<file path="src/rtl/mips_mem_pkg.sv">
`default_nettype none
// ============================================================================
// Module : mips_mem_pkg
// Brief  : Shared types and constants for the MIPS memory bus bridge.
// Rev    : 1.0  initial release
// ============================================================================
package mips_mem_pkg;

   // Bridge controller states
   typedef enum logic [1:0] {
      IDLE = 2'd0,
      BUS  = 2'd1,
      DONE = 2'd2
   } bridge_state_t;

   // Access size encoding, identical to the datapath MemExt field
   localparam logic [1:0] SZ_WORD = 2'b00;
   localparam logic [1:0] SZ_HALF = 2'b11;
   localparam logic [1:0] SZ_BYTE = 2'b10;

   // Any size with bit 1 clear is a word access (00 and 01 both mean word)
   function automatic logic is_word(input logic [1:0] size);
      return ~size[1];
   endfunction

endpackage
`default_nettype wire

</file>
<file path="src/rtl/mem_lane_align.sv">
`default_nettype none
// ============================================================================
// Module : mem_lane_align
// Brief  : Combinational lane steering: byte enables, store replication,
//          load right-alignment and misalignment detection.
// Rev    : 1.0  initial release
// ============================================================================
module mem_lane_align
   import mips_mem_pkg::*;
(
   input  logic [1:0]  size_i,
   input  logic [1:0]  ofs_i,
   input  logic [31:0] wdata_i,
   input  logic [31:0] rdata_i,
   output logic [3:0]  be_o,
   output logic [31:0] wdata_o,
   output logic [31:0] rdata_o,
   output logic        misaligned_o
);

   // Decode size and byte offset into lane controls; word access is the default
   always_comb begin
      be_o         = 4'hF;
      wdata_o      = wdata_i;
      rdata_o      = rdata_i;
      misaligned_o = 1'b0;
      case (size_i)
         SZ_BYTE: begin
            be_o    = 4'b0001 << ofs_i;
            wdata_o = {4{wdata_i[7:0]}};
            rdata_o = {24'h000000, rdata_i[{ofs_i, 3'b000} +: 8]};
         end
         SZ_HALF: begin
            // Only ofs_i[1] selects the half; an odd offset is flagged and never used
            be_o         = 4'b0011 << ofs_i;
            wdata_o      = {2{wdata_i[15:0]}};
            rdata_o      = {16'h0000, rdata_i[{ofs_i[1], 4'b0000} +: 16]};
            misaligned_o = ofs_i[0];
         end
         default: begin
            misaligned_o = (ofs_i != 2'b00);
         end
      endcase
   end

endmodule
`default_nettype wire

</file>
<file path="src/rtl/mem_bus_bridge.sv">
`default_nettype none
// ============================================================================
// Module : mem_bus_bridge
// Brief  : Multicycle bridge from the MIPS datapath memory port to an
//          Avalon-MM style bus. One bus transfer per request, stall until done.
// Rev    : 1.0  initial release
// ============================================================================
module mem_bus_bridge
   import mips_mem_pkg::*;
#(
   parameter int unsigned WAIT_LIMIT = 1023
)
(
   input  logic        clk,
   input  logic        reset,
   input  logic        req_read,
   input  logic        req_write,
   input  logic [1:0]  req_size,
   input  logic [31:0] req_addr,
   input  logic [31:0] req_wdata,
   output logic [31:0] rd_data,
   output logic        done,
   output logic        stall,
   output logic        err_misaligned,
   output logic        err_timeout,
   output logic [31:0] avm_address,
   output logic        avm_read,
   output logic        avm_write,
   output logic [31:0] avm_writedata,
   output logic [3:0]  avm_byteenable,
   input  logic        avm_waitrequest,
   input  logic [31:0] avm_readdata
);

   // Counter only needs to reach WAIT_LIMIT-1: the abort fires in that cycle
   localparam int unsigned c_cnt_w = (WAIT_LIMIT < 2) ? 1 : $clog2(WAIT_LIMIT);
   localparam logic [c_cnt_w-1:0] c_limit_last =
      c_cnt_w'((WAIT_LIMIT == 0) ? 0 : (WAIT_LIMIT - 1));

   bridge_state_t        state_q, state_d;
   logic [c_cnt_w-1:0]   wait_cnt_q;
   logic [1:0]           size_q;
   logic [1:0]           ofs_q;
   logic [31:0]          rd_data_q;
   logic [31:0]          avm_address_q;
   logic                 avm_read_q;
   logic                 avm_write_q;
   logic [31:0]          avm_writedata_q;
   logic [3:0]           avm_byteenable_q;
   logic                 err_mis_q;
   logic                 err_to_q;

   logic                 w_req_any;
   logic                 w_req_one;
   logic                 w_timeout;
   logic [1:0]           w_la_size;
   logic [1:0]           w_la_ofs;
   logic [3:0]           w_la_be;
   logic [31:0]          w_la_wdata;
   logic [31:0]          w_la_rdata;
   logic                 w_la_mis;

   assign w_req_any = req_read | req_write;
   assign w_req_one = req_read ^ req_write;
   assign w_timeout = (WAIT_LIMIT != 0) && avm_waitrequest && (wait_cnt_q == c_limit_last);

   // One aligner serves both phases: request-side lanes in IDLE, read alignment in BUS
   assign w_la_size = (state_q == IDLE) ? req_size      : size_q;
   assign w_la_ofs  = (state_q == IDLE) ? req_addr[1:0] : ofs_q;

   mem_lane_align u_lane_align (
      .size_i       (w_la_size),
      .ofs_i        (w_la_ofs),
      .wdata_i      (req_wdata),
      .rdata_i      (avm_readdata),
      .be_o         (w_la_be),
      .wdata_o      (w_la_wdata),
      .rdata_o      (w_la_rdata),
      .misaligned_o (w_la_mis)
   );

   // State register
   always_ff @(posedge clk) begin
      if (!reset) begin
         state_q <= IDLE;
      end else begin
         state_q <= state_d;
      end
   end

   // Next-state logic; simultaneous read and write is rejected like a misalignment
   always_comb begin
      state_d = state_q;
      case (state_q)
         IDLE: begin
            if (w_req_any) begin
               if (!w_req_one || w_la_mis) begin
                  state_d = DONE;
               end else begin
                  state_d = BUS;
               end
            end
         end
         BUS: begin
            if (!avm_waitrequest || w_timeout) begin
               state_d = DONE;
            end
         end
         DONE:    state_d = IDLE;
         default: state_d = IDLE;
      endcase
   end

   // Bus command, wait counter, load data and error holding registers
   always_ff @(posedge clk) begin
      if (!reset) begin
         wait_cnt_q       <= '0;
         size_q           <= SZ_WORD;
         ofs_q            <= 2'b00;
         rd_data_q        <= 32'h0;
         avm_address_q    <= 32'h0;
         avm_read_q       <= 1'b0;
         avm_write_q      <= 1'b0;
         avm_writedata_q  <= 32'h0;
         avm_byteenable_q <= 4'h0;
         err_mis_q        <= 1'b0;
         err_to_q         <= 1'b0;
      end else begin
         case (state_q)
            IDLE: begin
               if (state_d == BUS) begin
                  wait_cnt_q       <= '0;
                  size_q           <= req_size;
                  ofs_q            <= req_addr[1:0];
                  avm_address_q    <= {req_addr[31:2], 2'b00};
                  avm_read_q       <= req_read;
                  avm_write_q      <= req_write;
                  avm_writedata_q  <= w_la_wdata;
                  avm_byteenable_q <= w_la_be;
               end else if (state_d == DONE) begin
                  err_mis_q <= 1'b1;
               end
            end
            BUS: begin
               if (!avm_waitrequest) begin
                  if (avm_read_q) begin
                     rd_data_q <= w_la_rdata;
                  end
                  avm_read_q  <= 1'b0;
                  avm_write_q <= 1'b0;
               end else if (w_timeout) begin
                  avm_read_q  <= 1'b0;
                  avm_write_q <= 1'b0;
                  err_to_q    <= 1'b1;
               end else begin
                  wait_cnt_q <= wait_cnt_q + 1'b1;
               end
            end
            default: begin
               err_mis_q <= 1'b0;
               err_to_q  <= 1'b0;
            end
         endcase
      end
   end

   // Status outputs decoded from the current state
   always_comb begin
      done           = (state_q == DONE);
      stall          = ((state_q == IDLE) && w_req_any) || (state_q == BUS);
      err_misaligned = (state_q == DONE) && err_mis_q;
      err_timeout    = (state_q == DONE) && err_to_q;
   end

   assign rd_data        = rd_data_q;
   assign avm_address    = avm_address_q;
   assign avm_read       = avm_read_q;
   assign avm_write      = avm_write_q;
   assign avm_writedata  = avm_writedata_q;
   assign avm_byteenable = avm_byteenable_q;

endmodule
`default_nettype wire

</file>
<file path="config.mk">
export PLATFORM = sky130hd
export DESIGN_NAME = mem_bus_bridge
export DESIGN_NICKNAME = d
export VERILOG_FILES = /design/src/rtl/mips_mem_pkg.sv /design/src/rtl/mem_lane_align.sv /design/src/rtl/mem_bus_bridge.sv
export SDC_FILE = /design/constraint.sdc
export NUM_CORES = 1
export LEC_CHECK = 0
export ABC_AREA = 1
export BUFFER_PORTS_ARGS = -buffer_cell sky130_fd_sc_hd__buf_2
export CORE_MARGIN = 2
export CORE_UTILIZATION = 30
export CTS_BUF_LIST = sky130_fd_sc_hd__clkbuf_16
export DETAILED_ROUTE_END_ITERATION = 16
export HOLD_SLACK_MARGIN = 0.1
export PLACE_DENSITY_LB_ADDON = 0.3
export REMOVE_ABC_BUFFERS = 1
export SLEW_MARGIN = 20
export SYNTH_ARGS = -nofsm -noshare
export SYNTH_HDL_FRONTEND = slang
export SYNTH_SLANG_ARGS = --single-unit
</file>
<file path="constraint.sdc">
create_clock -name clk -period 2.37 [get_ports clk]
set_input_delay 0.474 -clock clk [delete_from_list [all_inputs] [get_ports clk]]
set_output_delay 0.474 -clock clk [all_outputs]
set_load 0.005 [all_outputs]
</file>
==> Word-level counts from Yosys, hierarchy flattened <==
Cells that the tools add are included.
{ "word_totals": {"input_bits": 103, "word_cells": 80, "ff_bits": 118, "out_inout_bits": 106} }
{ "op_classes": {"shift": 4, "bitwise_logic": 5, "mux": 26, "n_reduce_logical": 18, "add_sub_neg": 1, "eq_ne": 14} }
{ "op_table": {"columns": ["op", "n"], "rows": [
  ["$pmux 32 s2", 2],
  ["$shiftx 32x6->16", 1],
  ["$shiftx 32x6->8", 1],
  ["$mux 10", 3],
  ["$pmux 10 s2", 1],
  ["$reduce_and 3->1", 4],
  ["$add 10x1->10 const B", 1],
  ["$eq 10x10->1 const B", 1],
  ["$mux 2", 5],
  ["$pmux 1 s2", 5],
  ["$eq 2x2->1 const B", 4],
  ["$mux 1", 8],
  ["$ne 2x2->1 const B", 4],
  ["$pmux 4 s2", 1],
  ["$eq 2x1->1 const B", 2],
  ["$logic_and 1x1->1", 4],
  ["$ne 2x1->1 const B", 2],
  ["$pmux 2 s2", 1],
  ["$reduce_and 4->1", 1],
  ["$reduce_bool 2->1", 2],
  ["$shl 1x2->4 const A", 1],
  ["$shl 2x2->4 const A", 1],
  ["$logic_or 1x1->1", 3],
  ["$ne 3x3->1 const B", 1],
  ["6 further kinds", 9]
]} }

==> Logic depth before layout (Yosys ltp) <==
{ "logic_depth": {"word_depth": 12, "mapped_depth": 12, "ltp_nobuf": 11} }

==> Modules after synthesis <==
A second synthesis with hierarchy kept.
{ "hier_totals": {"hier_cells": 842, "area_unflattened_um2": 5587.9} }
{ "modules_own_cells": {"columns": ["module", "seq_area_each_um2", "area_each_um2", "cells_per_inst", "instances"], "rows": [
  ["mem_bus_bridge", 2362.3, 4569.4, 598, 1],
  ["mem_lane_align", 0.0, 1018.5, 244, 1]
]} }

==> Worst setup path before layout <==
No wires, ideal clock.
{ "synth_timing": {"kind": "reg-to-reg", "startpoint": "register wait_cnt_q[0]", "endpoint": "register wait_cnt_q[1]", "setup_time_ps": 70, "n_path_buf": 0, "t_arrival_ps": 1573, "slack_ps": 726, "path_stages_with_launch": 11, "synth_period_minus_slack_ps": 1644, "required_time_ps": 2300, "path_cell_list": "dfxtp_1 -> inv_1 -> ha_1 -> nand3_1 -> nor2_1 -> nand2_1 -> nand2_1 -> nor2_2 -> inv_2 -> or2_2 -> a21oi_1"} }
{ "synth_between": {"elab_chain_len": 8, "elab_cells_between_ends": 13, "classes_between": "add/sub (1); eq/ne (4); mux (5); reduce/logical (3)"} }
{ "synth_rtl": {"columns": ["element", "line", "source"], "rows": [
  ["start, declared", "mem_bus_bridge.sv:41", "logic [c_cnt_w-1:0] wait_cnt_q;"],
  ["start signal, assigned", "mem_bus_bridge.sv:156", "wait_cnt_q <= wait_cnt_q + 1'b1;"],
  ["$eq 10x10->1", "mem_bus_bridge.sv:65", "assign w_timeout = (WAIT_LIMIT != 0) && avm_waitrequest && (wait_cnt_q == c_limit_last);"],
  ["$logic_and 1x1->1", "mem_bus_bridge.sv:65", null],
  ["$logic_or 1x1->1", "mem_bus_bridge.sv:105", "if (!avm_waitrequest || w_timeout) begin"],
  ["$mux 2", "mem_bus_bridge.sv:105", null],
  ["$pmux 2 s2", "mem_bus_bridge.sv:94", "case (state_q)"],
  ["$eq 2x1->1", "mem_bus_bridge.sv:131", "if (state_d == BUS) begin"],
  ["$ne 2x1->1 (no line)", null, null],
  ["$reduce_and 4->1 (no line)", null, null]
]} }
Parallel ways exist; a longest one is shown, timed or not. The select of a mux whose other input is x is not followed.
A chain may end at the register's enable or synchronous reset.

==> Final worst setup path <==
{ "layout_timing": {"startpoint": "register state_q[1]", "endpoint": "output port stall"} }
{ "layout_between": {"elab_chain_len": 3, "elab_cells_between_ends": 4, "classes_between": "eq/ne (1); reduce/logical (3)"} }
{ "layout_rtl": {"columns": ["element", "line", "source"], "rows": [
  ["start, declared", "mem_bus_bridge.sv:40", "bridge_state_t state_q, state_d;"],
  ["start signal, assigned", "mem_bus_bridge.sv:87", "state_q <= state_d;"],
  ["$logic_not 2->1", "mem_bus_bridge.sv:170", "stall = ((state_q == IDLE) && w_req_any) || (state_q == BUS);"],
  ["$logic_and 1x1->1", "mem_bus_bridge.sv:170", null],
  ["$logic_or 1x1->1 *", "mem_bus_bridge.sv:170", null],
  ["end, declared", "mem_bus_bridge.sv:23", "output logic stall,"]
]} }
Mark *: on every way between the ends. The rest lies on a longest branch, timed or not.

==> flow_metrics.py <==
metrics = {
    "outcome": {
        "status": "complete, no violations",
    },
    "setup_path": {
        "cp_top_family": "simple AND/OR/NAND/NOR gates",
        "crit_path_end_kind": "primary output",
        "crit_chain": "inv_2, nand2_2, nor2_1, inv_1, nand2_1, buf_2",
        "worstPathMaxFanout": 6,
        "cp_slowest_stage_delay_ns": 0.37,
        "reg2reg_depth": 8,
        "r2r-end": "avm_address[29]",
        "ff2ff_setup_slack_ns": 0.32,
        "critPathKind": "flip-flop to primary output",
        "r2r-start": "state_q[1]",
        "worstPathArrival_ns": 1.60,
        "cp_data_required_time_ns": 1.90,
        "critPathLaunchType": "flip-flop",
        "crit_buf_inv": 3,
        "crit_slowest_cell": "dfxtp_1",
    },
    "cells_and_area": {
        "nNetsFinal": 1069,
        "postLayoutCellArea_mm2": 0.00718,
        "post-route-util_pct": 42.0,
        "drive_gt1_share_pct": 28.3,
        "areaGrowthSynthToFinish_pct": 37.7,
    },
    "grt": {
        "grt_pass1_vias": 5202,
        "antenna_found_initial": 1,
        "grt_usage_pct": 18.1,
        "grt_max_degree": 98,
        "grt_pass1_wl_mm": 26.3,
        "grt.overflow.total": 0,
    },
    "synthesis": {
        "synth_top_area_share_pct": 45.3,
        "synth_edf_count": 0,
        "synth_area_per_cell_um2": 6.86,
        "netlist_area_mm2": 0.00522,
        "yosys_most_used_dff": "dfxtp_1",
        "ys_async_sr_fraction_pct": 0,
        "synth_area_leaders": "dfxtp_1, nand2_1, nor2_1",
        "synth_top_area_cell": "dfxtp_1",
        "ys_seq_area_share_pct": 45.3,
        "yosys_warnings": 0,
        "ys_seq_elements": 118,
        "syn_inst": 760,
        "synth.distinct_cells": 31,
    },
    "sta": {
        "finalCritPeriodShare_pct": 87.6,
        "worst_pin_slew_ns": 0.537,
        "max_freq_mhz": 482,
        "fin_setup_tns_ns": 0,
        "slew_headroom_pct": 64.2,
        "fin_skew_ns": 0.00897,
        "rsz0062_at_grt": "no",
        "setup_viol": 0,
        "final.min_clock_period_ns": 2.08,
        "drv_slew": 0,
        "hold_viol_final": 0,
    },
    "route": {
        "drt-wirelength-per-cell_um": 13.6,
        "via_per_inst": 4.58,
        "met2_length_mm": 7.13,
        "routed_wl_mm": 16.4,
        "drcViolationCount": 0,
        "wl_met1_mm": 7.30,
        "drt_iter0_drc": 259,
        "vias": 5500,
        "highest_layer": "met4",
        "met3WireLength_mm": 1.62,
        "antenna_left": 0,
        "dr.pass1.iters": 5,
    },
    "power": {
        "p_comb_share_pct": 23.4,
        "switchingPower_mw": 2.02,
        "leakage_nw": 3.41,
        "p_seq_share_pct": 35.1,
        "ir_drop_uv": 651,
        "cellInternalPower_mw": 4.57,
        "p_clk_share_pct": 41.5,
        "sw_frac_of_total_pct": 30.6,
        "powerDensity_mw_per_mm2": 917,
    },
    "floorplan": {
        "dieArea_mm2": 0.0185,
        "core_mm2": 0.0171,
        "die_x_um": 136,
        "io_pins": 209,
        "die_h_um": 136,
        "start_util_pct": 30.5,
        "rows": 48,
    },
    "clock_tree": {
        "post_cts_buffers": 0,
        "clk_latency_ns": 0.41,
        "clkSinkCount": 118,
        "cts_buffers": 17,
        "htreeDepth": 4,
        "clkSlewWorstSetupHoldPaths_ns": 0.06,
        "cts_resized": 0,
        "cts_max_path_buffers": 2,
        "cts_root_buffer": "clkbuf_16",
        "cts_tree": "done",
        "ctsHoldBuffers": 0,
    },
    "hold_path": {
        "hold_end": "avm_address[23]",
        "min_path_cells": 3,
        "hold_class": "input pin to flip-flop",
        "hold_start": "req_addr[23]",
    },
    "placement": {
        "dpl.hpwl_mm": 11.3,
        "place_congestion": 0.789,
        "dpl_cell_area_mm2": 0.00655,
        "portBuffers": 206,
    },
    "run": {
        "maxCapViolCount": 0,
    },
}
metrics by stage:
stage	instances	hold slack, ns	total power [mW]	setup slack (ns)
after detailed placement	1169	0.429	3.92	0.220
after global routing	1201	0.296	7.02	0.0760
after floorplan	716	0.442	3.17	-0.874
after global placement	1169	0.429	3.91	0.271
after CTS	1201	0.290	6.70	0.254
final	1202	0.308	6.59	0.295
Yosys cell counts, types with 3 or more instances:
cell type and number:
nand2_1 196, nor2_1 148, dfxtp_1 118, o21ai_0 101, a21oi_1 48, nand3_1 27
inv_1 26, clkbuf_1 25, o211ai_1 9, a31oi_1 8, buf_2 8, buf_6 7
nand2_2 5, nor2_2 5, inv_2 4, nor3_1 4, buf_1 3, ha_1 3
layout make-up:
class / instances / area (um2)
clock buffers: 17 / 425
multi-input cells: 567 / 2520
well taps: 225 / 282
inverters: 31 / 116
repair buffers: 228 / 1270
fillers: 1830 / 9930
flip-flops and latches: 118 / 2360
diodes: 1 / 2.50
clock inverters: 15 / 204
sequential cells by signal (all words and copies together), names as in the netlist:
signal,cells
avm_writedata,32
rd_data,32
avm_address,30
wait_cnt_q,10
avm_byteenable,4
ofs_q,2
size_q,2
state_q,2
avm_read,1
avm_write,1
err_mis_q,1
err_to_q,1
power by group through the flow:
stage / Clock, mW / Combinational, mW / Sequential (mW)
floorplan: 0 / 0.797 / 2.38
global placement: 0 / 1.56 / 2.35
detailed placement: 0 / 1.56 / 2.36
CTS: 2.81 / 1.57 / 2.32
global route: 2.91 / 1.77 / 2.34
finish: 2.74 / 1.54 / 2.31
worst max path at each step:
| stage | depth (start not counted) | endpoint | slack (ns) | startpoint |
|---|---|---|---|---|
| finish | 6 | stall | 0.29 | state_q[1] |
| global route | 9 | avm_address[19] | 0.08 | state_q[1] |
| CTS | 6 | stall | 0.25 | state_q[1] |
| detailed placement | 7 | avm_address[11] | 0.22 | req_read |
| global placement | 8 | avm_writedata[17] | 0.27 | req_read |
| floorplan | 11 | avm_byteenable[1] | -0.87 | state_q[1] |
metal layers:
layer | track usage, % | vias to the layer above
li1 | - | 2875
met1 | 22.1 | 2410
met5 | 0 | -
met4 | 6.42 | 0
met2 | 29.2 | 194
met3 | 7.08 | 21
worst reg2reg max path, cell delays in order, from the launching register on:
cell and delay (ns):
dfxtp_1 0.44, nor2_2 0.11, o21ai_0 0.25, nand2_1 0.14
nand2_2 0.12, nand4_4 0.34, buf_12 0.30, o21ai_0 0.18
nor2_1 0.05
cell families (layout without fill, tap and decap cells):
logic type,after synthesis,count (layout),share of synthesized area [%]
other,1,3,0.0719
adders and majority gates,3,3,0.720
xor gates and xnor gates,2,2,0.336
AOI/OAI and AO/OA,170,170,17.0
and+or+nand+nor,390,390,29.7
buffers and inverters,76,291,6.81
DFF,118,118,45.3
cells in the final DEF (no fill, tap or decap), types with 16 or more instances in the layout:
master       n
buf_2      206
nand2_1    196
nor2_1     148
dfxtp_1    118
o21ai_0    101
a21oi_1     48
nand3_1     27
inv_1       26
clkbuf_16   17
buf_4       16
(Power assumes the default switching activity.)
